File: config.mk
export PLATFORM = sky130hd
export DESIGN_NAME = cr_tie_seq
export DESIGN_NICKNAME = d
export VERILOG_FILES = /design/src/rtl/cr_tie_seq_pkg.sv /design/src/rtl/cr_tie_seq_gap_cnt.sv /design/src/rtl/cr_tie_seq.sv
export SDC_FILE = /design/constraint.sdc
export NUM_CORES = 1
export LEC_CHECK = 0
export ABC_CLOCK_PERIOD_IN_PS = 6050
export CAP_MARGIN = 20
export CORE_MARGIN = 8
export CORE_UTILIZATION = 55
export CTS_CLUSTER_DIAMETER = 120
export CTS_CLUSTER_SIZE = 30
export DETAILED_ROUTE_END_ITERATION = 8
export MAX_ROUTING_LAYER = met4
export PLACE_DENSITY = 0.83
export SYNTH_ARGS = -nofsm -noshare
export SYNTH_HDL_FRONTEND = slang
export SYNTH_SLANG_ARGS = --single-unit
File: constraint.sdc
create_clock -name clk -period 6.05 [get_ports clk]
set_clock_uncertainty 0.1 [all_clocks]
set_input_delay 1.21 -clock clk [delete_from_list [all_inputs] [get_ports clk]]
set_output_delay 1.21 -clock clk [all_outputs]
set_load 0.02 [all_outputs]
File: src/rtl/cr_tie_seq_pkg.sv
// cr_tie_seq_pkg -- shared types and constants for the lane tie/release sequencer.
// Holds the sequencer state enum, the default parameter values and the legal
// parameter ranges used by cr_tie_seq and its gap counter.

package cr_tie_seq_pkg;

    // Sequencer states:
    //   ST_TIED   all lanes tied low, waiting for up_req
    //   ST_UP     releasing lanes from lane 0 upward
    //   ST_ACTIVE all lanes released, waiting for dn_req
    //   ST_DOWN   re-tying lanes from the highest released lane downward
    typedef enum logic [1:0] {
        ST_TIED   = 2'd0,
        ST_UP     = 2'd1,
        ST_ACTIVE = 2'd2,
        ST_DOWN   = 2'd3
    } state_e;

    // Default parameter values.
    localparam int N_LANES_DEF = 8;
    localparam int GAP_W_DEF   = 8;

    // Legal parameter ranges.
    localparam int N_LANES_MIN = 1;
    localparam int N_LANES_MAX = 32;
    localparam int GAP_W_MIN   = 1;
    localparam int GAP_W_MAX   = 16;

    // True when both parameters lie inside their legal ranges.
    function automatic bit params_legal(input int n_lanes, input int gap_w);
        return (n_lanes >= N_LANES_MIN) && (n_lanes <= N_LANES_MAX) &&
               (gap_w >= GAP_W_MIN) && (gap_w <= GAP_W_MAX);
    endfunction

endpackage

File: src/rtl/cr_tie_seq_gap_cnt.sv
// cr_tie_seq_gap_cnt -- loadable GAP_W-bit down-counter that paces the lane
// transitions. tc_o is high while the count is zero, which marks a lane
// transition point. The counter saturates at zero, so it never wraps.

module cr_tie_seq_gap_cnt
    import cr_tie_seq_pkg::*;
#(
    parameter int GAP_W = GAP_W_DEF
) (
    input  logic             clk,
    input  logic             rst,
    input  logic             clr_i,
    input  logic             load_i,
    input  logic [GAP_W-1:0] load_val_i,
    input  logic             dec_i,
    output logic             tc_o
);

    logic [GAP_W-1:0] cnt_q;
    logic [GAP_W-1:0] cnt_d;

    // Next count: clear beats load, load beats decrement.
    always_comb begin
        cnt_d = cnt_q;
        if (clr_i) begin
            cnt_d = '0;
        end else if (load_i) begin
            cnt_d = load_val_i;
        end else if (dec_i && (cnt_q != '0)) begin
            cnt_d = cnt_q - 1'b1;
        end
    end

    // Count register, cleared by reset.
    always_ff @(posedge clk) begin
        if (rst) begin
            cnt_q <= '0;
        end else begin
            cnt_q <= cnt_d;
        end
    end

    assign tc_o = (cnt_q == '0);

endmodule

File: src/rtl/cr_tie_seq.sv
// cr_tie_seq -- lane tie/release sequencer.
// On up_req the lane enables are released one at a time from lane 0 upward,
// spaced by gap_q+1 cycles. On dn_req they are re-tied from the top lane down
// with the same spacing. A dn_req seen while releasing aborts the release at
// the next transition point and turns it into a re-tie.
// lane_en is always a contiguous low-order mask.
//
// Optional feature: define CR_TIE_SEQ_FORCE_EN to add the force_tie input,
// which ties every lane low at the next edge and returns to TIED.
//
// Handshake: up_req and dn_req are level requests. They are sampled on every
// rising edge and take effect only in the states that accept them. No
// acknowledge is returned; busy, up_done and dn_done report progress.
//
// state_dbg exposes the FSM state for checkers.

module cr_tie_seq
    import cr_tie_seq_pkg::*;
#(
    parameter int N_LANES = N_LANES_DEF,
    parameter int GAP_W   = GAP_W_DEF
) (
    input  logic               clk,
    input  logic               rst,
`ifdef CR_TIE_SEQ_FORCE_EN
    input  logic               force_tie,
`endif
    input  logic [GAP_W-1:0]   cfg_gap,
    input  logic               up_req,
    input  logic               dn_req,
    output logic [N_LANES-1:0] lane_en,
    output logic               busy,
    output logic               up_done,
    output logic               dn_done,
    output state_e             state_dbg
);

    localparam logic [N_LANES-1:0] LANE_ONE = N_LANES'(1);

    state_e             state_q;
    logic [N_LANES-1:0] lane_en_q;
    logic               busy_q;
    logic               up_done_q;
    logic               dn_done_q;
    logic [GAP_W-1:0]   gap_q;
    logic               abort_q;

    logic               force_w;
    logic               cnt_clr;
    logic               cnt_load;
    logic               cnt_dec;
    logic               cnt_tc;
    logic [N_LANES-1:0] lane_up;
    logic [N_LANES-1:0] lane_dn;

`ifdef CR_TIE_SEQ_FORCE_EN
    assign force_w = force_tie;
`else
    assign force_w = 1'b0;
`endif

    // Candidate masks: one more lane released, or the top lane re-tied.
    // Both keep the mask contiguous from lane 0.
    assign lane_up = (lane_en_q << 1) | LANE_ONE;
    assign lane_dn = lane_en_q >> 1;

    // Counter control: clear on request acceptance so the first transition
    // lands one cycle later; reload gap_q at every transition point.
    always_comb begin
        cnt_clr  = 1'b0;
        cnt_load = 1'b0;
        cnt_dec  = 1'b0;
        if (force_w) begin
            cnt_clr = 1'b1;
        end else begin
            case (state_q)
                ST_TIED:   cnt_clr = up_req;
                ST_ACTIVE: cnt_clr = dn_req;
                ST_UP, ST_DOWN: begin
                    if (cnt_tc) begin
                        cnt_load = 1'b1;
                    end else begin
                        cnt_dec = 1'b1;
                    end
                end
                default: cnt_clr = 1'b1;
            endcase
        end
    end

    cr_tie_seq_gap_cnt #(
        .GAP_W (GAP_W)
    ) u_gap_cnt (
        .clk        (clk),
        .rst        (rst),
        .clr_i      (cnt_clr),
        .load_i     (cnt_load),
        .load_val_i (gap_q),
        .dec_i      (cnt_dec),
        .tc_o       (cnt_tc)
    );

    // Sequencer FSM with registered lane enables, busy and done pulses.
    always_ff @(posedge clk) begin
        if (rst) begin
            state_q   <= ST_TIED;
            lane_en_q <= '0;
            busy_q    <= 1'b0;
            up_done_q <= 1'b0;
            dn_done_q <= 1'b0;
            gap_q     <= '0;
            abort_q   <= 1'b0;
        end else begin
            up_done_q <= 1'b0;
            dn_done_q <= 1'b0;
            if (force_w) begin
                state_q   <= ST_TIED;
                lane_en_q <= '0;
                busy_q    <= 1'b0;
                abort_q   <= 1'b0;
            end else begin
                case (state_q)
                    ST_TIED: begin
                        // up_req wins over a simultaneous dn_req; dn_req
                        // alone is ignored here.
                        if (up_req) begin
                            state_q <= ST_UP;
                            busy_q  <= 1'b1;
                            gap_q   <= cfg_gap;
                            abort_q <= 1'b0;
                        end
                    end
                    ST_UP: begin
                        if (cnt_tc) begin
                            if (abort_q || dn_req) begin
                                // Abort: re-tie the top lane instead of
                                // releasing the next one. With nothing
                                // released yet this goes straight to TIED.
                                lane_en_q <= lane_dn;
                                abort_q   <= 1'b0;
                                if (lane_dn == '0) begin
                                    state_q   <= ST_TIED;
                                    busy_q    <= 1'b0;
                                    dn_done_q <= 1'b1;
                                end else begin
                                    state_q <= ST_DOWN;
                                end
                            end else begin
                                lane_en_q <= lane_up;
                                if (lane_up[N_LANES-1]) begin
                                    state_q   <= ST_ACTIVE;
                                    busy_q    <= 1'b0;
                                    up_done_q <= 1'b1;
                                end
                            end
                        end else if (dn_req) begin
                            abort_q <= 1'b1;
                        end
                    end
                    ST_ACTIVE: begin
                        if (dn_req) begin
                            state_q <= ST_DOWN;
                            busy_q  <= 1'b1;
                            gap_q   <= cfg_gap;
                        end
                    end
                    ST_DOWN: begin
                        if (cnt_tc) begin
                            lane_en_q <= lane_dn;
                            if (lane_dn == '0) begin
                                state_q   <= ST_TIED;
                                busy_q    <= 1'b0;
                                dn_done_q <= 1'b1;
                            end
                        end
                    end
                    default: begin
                        state_q   <= ST_TIED;
                        lane_en_q <= '0;
                        busy_q    <= 1'b0;
                        abort_q   <= 1'b0;
                    end
                endcase
            end
        end
    end

    assign lane_en   = lane_en_q;
    assign busy      = busy_q;
    assign up_done   = up_done_q;
    assign dn_done   = dn_done_q;
    assign state_dbg = state_q;

endmodule

==> flow_summary_export.csv, run 1 <==
group,metric,value,unit
run_status,status,"finished, final reports clean",
synth,synth_top_area_frac,0.4274,
global_route,antenna_found_initial,0,
setup_path,r2r_start,"state_dbg[0]",
timing,rsz0062_at_grt,"false",
setup_path,path_buf_inv,1,
pwr,powerDensity,569.4,nW/um^2
place,gp_congestion,0.8604,
route,drt_pass1_iterations,4,
synth,synthesis.area,1405,sq um
timing,drv_slew,0,
global_route,grt_pass1_wl,5940,um
cts,cts_root_buffer,"clkbuf_4",
pwr,sw_frac_of_total,0.4550,
finish,multiInputGateArea,742.0,sq um
cts,cts-buffers-inserted,5,
setup_path,cp_cell_sequence,"clkdlybuf4s50_1",
timing,finalCritPeriodShare,0.5068,
route,via_per_inst,6.073,
hold_path,holdPathStages,2,
synth,synth_fa_ha_area_frac,0.01781,
pwr,p_switching,441.3,uW
pwr,combPwrFrac,0.533,
timing,hold_viol_final,0,
synth,yosysWarnings,0,
finish,drive_gt1_frac,0.06383,
cts,cts.path.max_buffers,2,
place,portBuffers,24,
timing,whs,389.6,ps
timing,tns,0,ps
hold_path,min_to,"gap_q[4]",
cts,postCtsSetupRepairBufs,0,
route,avgRoutedWirePerCell,15.56,um
flow_run,cap_viol_max_count,0,
timing,setup-violations-final,0,
cts,post_cts_resize_count,0,
floorplan,rows,18,
cts,cts.hold.buffers_added,0,
global_route,grt_pass1_vias,1313,
finish,post-route-util,0.6937,
finish,nets,201,
place,dp.cells,210,
setup_path,worst_r2r_path_depth,4,
finish,layout_commonest_cell,"dfxtp_1",
synth,synthMuxAreaShare,0.08638,
pwr,power.leakage,0.0006136,uW
synth,avgSynthCellArea,8.516,sq um
global_route,grt_max_degree,26,
route,vias,1324,
floorplan,core,2455,sq um
cts,cts.sinks,30,
finish,final_cell_mix,"30 x dfxtp_1, 24 x clkdlybuf4s50_1, 21 x nor2_1",
synth,synth_compound_area_frac,0.2164,
route,first_iter_violations,88,
pwr,intPower,528.4,uW
setup_path,worst_ep_required_time,4740,ps
setup_path,crit_type,"flop to output port",
setup_path,start_kind,"flop",
global_route,grt-ovfl-total,0,
cts,cts_tree,"built",
global_route,grt.total_usage,0.1766,
floorplan,fp.dieH,66.55,um
finish,fill_cells,209,
place,placed_cell_area,1643,sq um
route,drc,0,
setup_path,crit_path_max_incr_delay,720,ps
synth,ys_types,38,
setup_path,crit_family,"buffers and inverters",
place,dpl.hpwl,2414,um
floorplan,initial_utilization,0.5724,
pwr,p_seq_frac,0.336,
synth,synth_seq_cells,30,
setup_path,rrSetupSlack,3480,ps
timing,fin_crit,3066,ps
finish,final_area,1703,sq um
finish,area_growth_syn_to_layout,21.19,%
synth,synth_top_cell_by_area,"dfxtp_1",
cts,clk_latency,340,ps
route,routed_wl,3391,um
pwr,ir_drop,0.4014,mV
floorplan,die_area,4428,sq um
floorplan,io_pins,25,
hold_path,hp-class,"flop to flop",
synth,ys_seq_area_frac,0.4274,
synth,syn_nets,179,
hold_path,min_from,"gap_q[4]",
cts,htree_levels,2,
timing,worstMarginPinSlew,871.7,ps
synth,yosys.area_share.xor_xnor,0,
finish,num_antenna_cells,0,
pwr,p_clk_frac,0.130,
floorplan,die_w,66.55,um
synth,netlist_top_cells_area,"dfxtp_1 43%, mux2i_1 7.8%, a211oi_1 6.4%",
synth,synth_top_family_by_area,"compound AO/OA/AOI/OAI gates",
setup_path,cp_slowest_cell,"clkdlybuf4s50_1",
timing,max_slew_margin,0.4171,
finish,final_cells,218,
finish,regArea,600.6,sq um
synth,synthCells,165,
setup_path,critical_path.max_fanout,19,
cts,cts.clk_slew.worst_paths,100,ps
setup_path,end_kind,"output port",
route,drtAntennaViolNets,0,
synth,synth-simple-area-share,0.2075,
timing,fmax,326.1,MHz
setup_path,cp_data_arrival_time,1760,ps
per-layer routing:
metal	global-route usage	routed length, um	up-vias	part of all wire
met5	-	0	-	0
met4	0.1253	105	0	0.031
met3	0.05034	137	11	0.040
met2	0.2640	1657	34	0.49
met1	0.1973	1491	630	0.44
li1	-	-	649	-
state kept, by name (all words and copies together) (netlist names), named ones only:
name	cells
abort_q	1
u_gap_cnt.cnt_q	8
up_done	1
gap_q	8
state_dbg	1
dn_done	1
busy	1
lane_en	8
power by group through the flow:
stage          logic, uW  registers, uW  clock network, uW
3_5_place_dp         509            328                  0
3_3_place_gp         486            324                  0
2_1_floorplan        377            327                  0
6_report             517            326                126
5_1_grt              577            335                138
4_1_cts              514            324                129
layout make-up:
type,count,area share
well taps,30,0.02204
clock inverters,1,0.002939
repair buffers,24,0.1411
inverters,6,0.01323
clock buffers,7,0.03233
flip-flops and latches,30,0.3527
multi-input cells,120,0.4357
metrics by stage:
stage / worst slack, ps / total power (uW)
4_1_cts: 2963 / 967.4
3_5_place_dp: 2851 / 836.6
5_1_grt: 2880 / 1050
6_report: 2984 / 969.7
3_3_place_gp: 3005 / 810.2
2_1_floorplan: 3653 / 704.1
worst max path at each step:
| stage | startpoint | to | cells past startpoint |
|---|---|---|---|
| floorplan | dn_req | flop | 4 |
| global placement | dn_req | gap_q[3] | 5 |
| detailed placement | dn_req | gap_q[3] | 5 |
| CTS | state_dbg[0] | state_dbg[0] | 1 |
| global route | state_dbg[0] | state_dbg[0] | 1 |
| finish | state_dbg[0] | state_dbg[0] | 1 |
cell usage after synthesis:
master and count:
or2_0 1, a21oi_1 12, and2_1 1, o32ai_1 1, buf_2 2, o21ai_1 1, ha_1 2, or3_1 3
a311oi_1 1, inv_1 6, nor2b_1 1, or4_1 1, or3b_2 1, dfxtp_1 30, mux2_2 1, buf_4 1
and3_1 1, o31ai_1 1, buf_1 1, nand3_1 3, nand2_1 11, o2111ai_1 1, nor4_1 3, a211oi_1 12
o21ai_0 12, or2_2 2, nor4b_1 1, a31oi_1 1, nand2b_1 1, a211oi_2 1, a2111o_1 1, clkbuf_1 5
o31a_1 2, o211ai_1 1, nor3_1 6, nor2_1 21, or4b_1 2, mux2i_1 11
cells by family (layout without fill, tap and decap cells):
family,count (synthesis),count (layout)
AND/OR/NAND/NOR,59,59
AO/OA/AOI/OAI,47,47
flip-flops,30,30
buffers and inverters,15,38
multiplexers,12,12
adder cells (fa/ha/maj),2,2
Power figures use the tool's default switching activity.
==> run 2, diff against run 1 <==
Settings changed: ABC_CLOCK_PERIOD_IN_PS 6050 to 2600, CORE_UTILIZATION 55 to 46, PLACE_DENSITY 0.83 to 0.74.
Clock period 6.05 ns to 2.6 ns, I/O delays scaled along.
==> run 2 against run 1 <==
- clock-buffer cell count did not move
- power up 140%
- sequential cell count is the same
- first-iteration DRC count is 36% lower
- critical path depth rose by 5
- clock power rose by 100%
- worst hold slack better by 3.8 ps
- combinational power rose to 2.5 times the previous value
- largest power group unchanged
==> flow_summary_export.csv, run 2 (same netlist as run 1, synthesis figures left out) <==
group,metric,value,unit
floorplan,rows,20,
floorplan,fp.dieH,71.27,um
cts,cts.path.max_buffers,2,
route,drc,0,
pwr,sw_frac_of_total,0.4466,
timing,worstMarginPinSlew,811.2,ps
cts,postCtsSetupRepairBufs,0,
route,drtAntennaViolNets,0,
global_route,grt.total_usage,0.1519,
route,first_iter_violations,56,
timing,fin_crit,2188,ps
setup_path,start_kind,"flop",
pwr,combPwrFrac,0.572,
pwr,power.leakage,0.0006379,uW
floorplan,die_area,5079,sq um
finish,area_growth_syn_to_layout,24.13,%
cts,htree_levels,2,
place,placed_cell_area,1699,sq um
timing,max_slew_margin,0.4572,
setup_path,cp_data_arrival_time,2360,ps
timing,rsz0062_at_grt,"false",
timing,finalCritPeriodShare,0.8417,
finish,drive_gt1_frac,0.08763,
hold_path,min_from,"lane_en[7]",
cts,post_cts_resize_count,0,
floorplan,io_pins,25,
cts,cts-buffers-inserted,5,
route,via_per_inst,5.740,
cts,cts_root_buffer,"clkbuf_4",
pwr,powerDensity,1318,nW/um^2
pwr,ir_drop,0.5561,mV
setup_path,rrSetupSlack,410,ps
global_route,antenna_found_initial,0,
pwr,p_clk_frac,0.112,
setup_path,crit_type,"flop to flop",
run_status,status,"finished, final reports clean",
timing,hold_viol_final,0,
place,gp_congestion,0.8608,
timing,tns,0,ps
setup_path,end_kind,"flop",
global_route,grt_pass1_wl,5982,um
route,routed_wl,3475,um
place,portBuffers,24,
finish,nets,208,
hold_path,hp-class,"flop to flop",
cts,cts.hold.buffers_added,0,
setup_path,worst_r2r_path_depth,6,
pwr,p_switching,1027,uW
timing,drv_slew,0,
flow_run,cap_viol_max_count,0,
cts,cts.sinks,30,
setup_path,worst_ep_required_time,2770,ps
finish,final_cell_mix,"30 x dfxtp_1, 24 x clkdlybuf4s50_1, 21 x nor2_1",
timing,setup-violations-final,0,
route,vias,1303,
floorplan,die_w,71.27,um
pwr,intPower,1272,uW
cts,clk_latency,330,ps
cts,cts_tree,"built",
finish,layout_commonest_cell,"dfxtp_1",
hold_path,holdPathStages,2,
setup_path,r2r_start,"u_gap_cnt.cnt_q[1]",
global_route,grt_pass1_vias,1294,
timing,whs,393.4,ps
floorplan,initial_utilization,0.4718,
global_route,grt_max_degree,25,
pwr,power.total,2299,uW
floorplan,core,2978,sq um
global_route,grt-ovfl-total,0,
timing,fmax,457.0,MHz
route,drt_pass1_iterations,4,
route,avgRoutedWirePerCell,15.31,um
finish,num_antenna_cells,0,
cts,cts.clk_slew.worst_paths,90,ps
place,dpl.hpwl,2503,um
hold_path,min_to,"lane_en[7]",
finish,final_area,1744,sq um
pwr,p_seq_frac,0.317,
setup_path,critical_path.max_fanout,3,
==> run 2: cell count changes in the layout (fill, tap and decap cells not counted) <==
cell and change:
clkbuf_8 -1, clkbuf_1 +1, clkinv_2 -1, buf_4 +7
==> run 2: per-stage QoR <==
stage / util / setup WS [ps] / std cells
4_1_cts: 0.5857 / 404.8 / 227
2_1_floorplan: - / 323.2 / 165
3_3_place_gp: 0.5706 / 267.0 / 220
5_1_grt: 0.5857 / 302.4 / 227
6_report: 0.5857 / 411.6 / 227
3_5_place_dp: 0.5706 / 183.4 / 220
==> run 2: power by group through the flow <==
stage | logic, uW | registers [uW] | clock network, uW
after floorplan | 878 | 760 | 0
after global placement | 1270 | 727 | 0
after detailed placement | 1300 | 734 | 0
after CTS | 1310 | 725 | 266
after global routing | 1480 | 748 | 283
final | 1310 | 728 | 257
==> run 2: worst max path at each step <==
stage | from | endpoint | slack [ps] | depth (start not counted)
2_1_floorplan | state_dbg[0] | flop | 320 | 6
3_3_place_gp | dn_req | gap_q[3] | 270 | 5
3_5_place_dp | dn_req | gap_q[6] | 180 | 5
4_1_cts | u_gap_cnt.cnt_q[1] | flop | 400 | 6
5_1_grt | u_gap_cnt.cnt_q[1] | flop | 300 | 6
6_report | u_gap_cnt.cnt_q[1] | flop | 410 | 6
==> run 2: critical path, cell delays in order, from the launching register on <==
cell and delay, ps:
dfxtp_1 330, inv_1 90, ha_1 180, or4b_1 500, or2_0 250, or4_1 520
a21oi_1 150
==> run 2: final cells by class <==
type | instances | area (sq um)
fillers | 276 | 1234
clock buffers | 7 | 45.04
repair buffers | 31 | 292.8
multi-input cells | 120 | 742.0
flip-flops and latches | 30 | 600.6
well taps | 33 | 41.29
inverters | 6 | 22.52
==> run 2: routing by layer <==
metal | vias up | GRT usage | wire [um]
li1 | 663 | - | -
met2 | 21 | 0.2388 | 1638
met1 | 613 | 0.1664 | 1598
met4 | 0 | 0.06928 | 59
met3 | 6 | 0.05858 | 178
met5 | - | - | 0
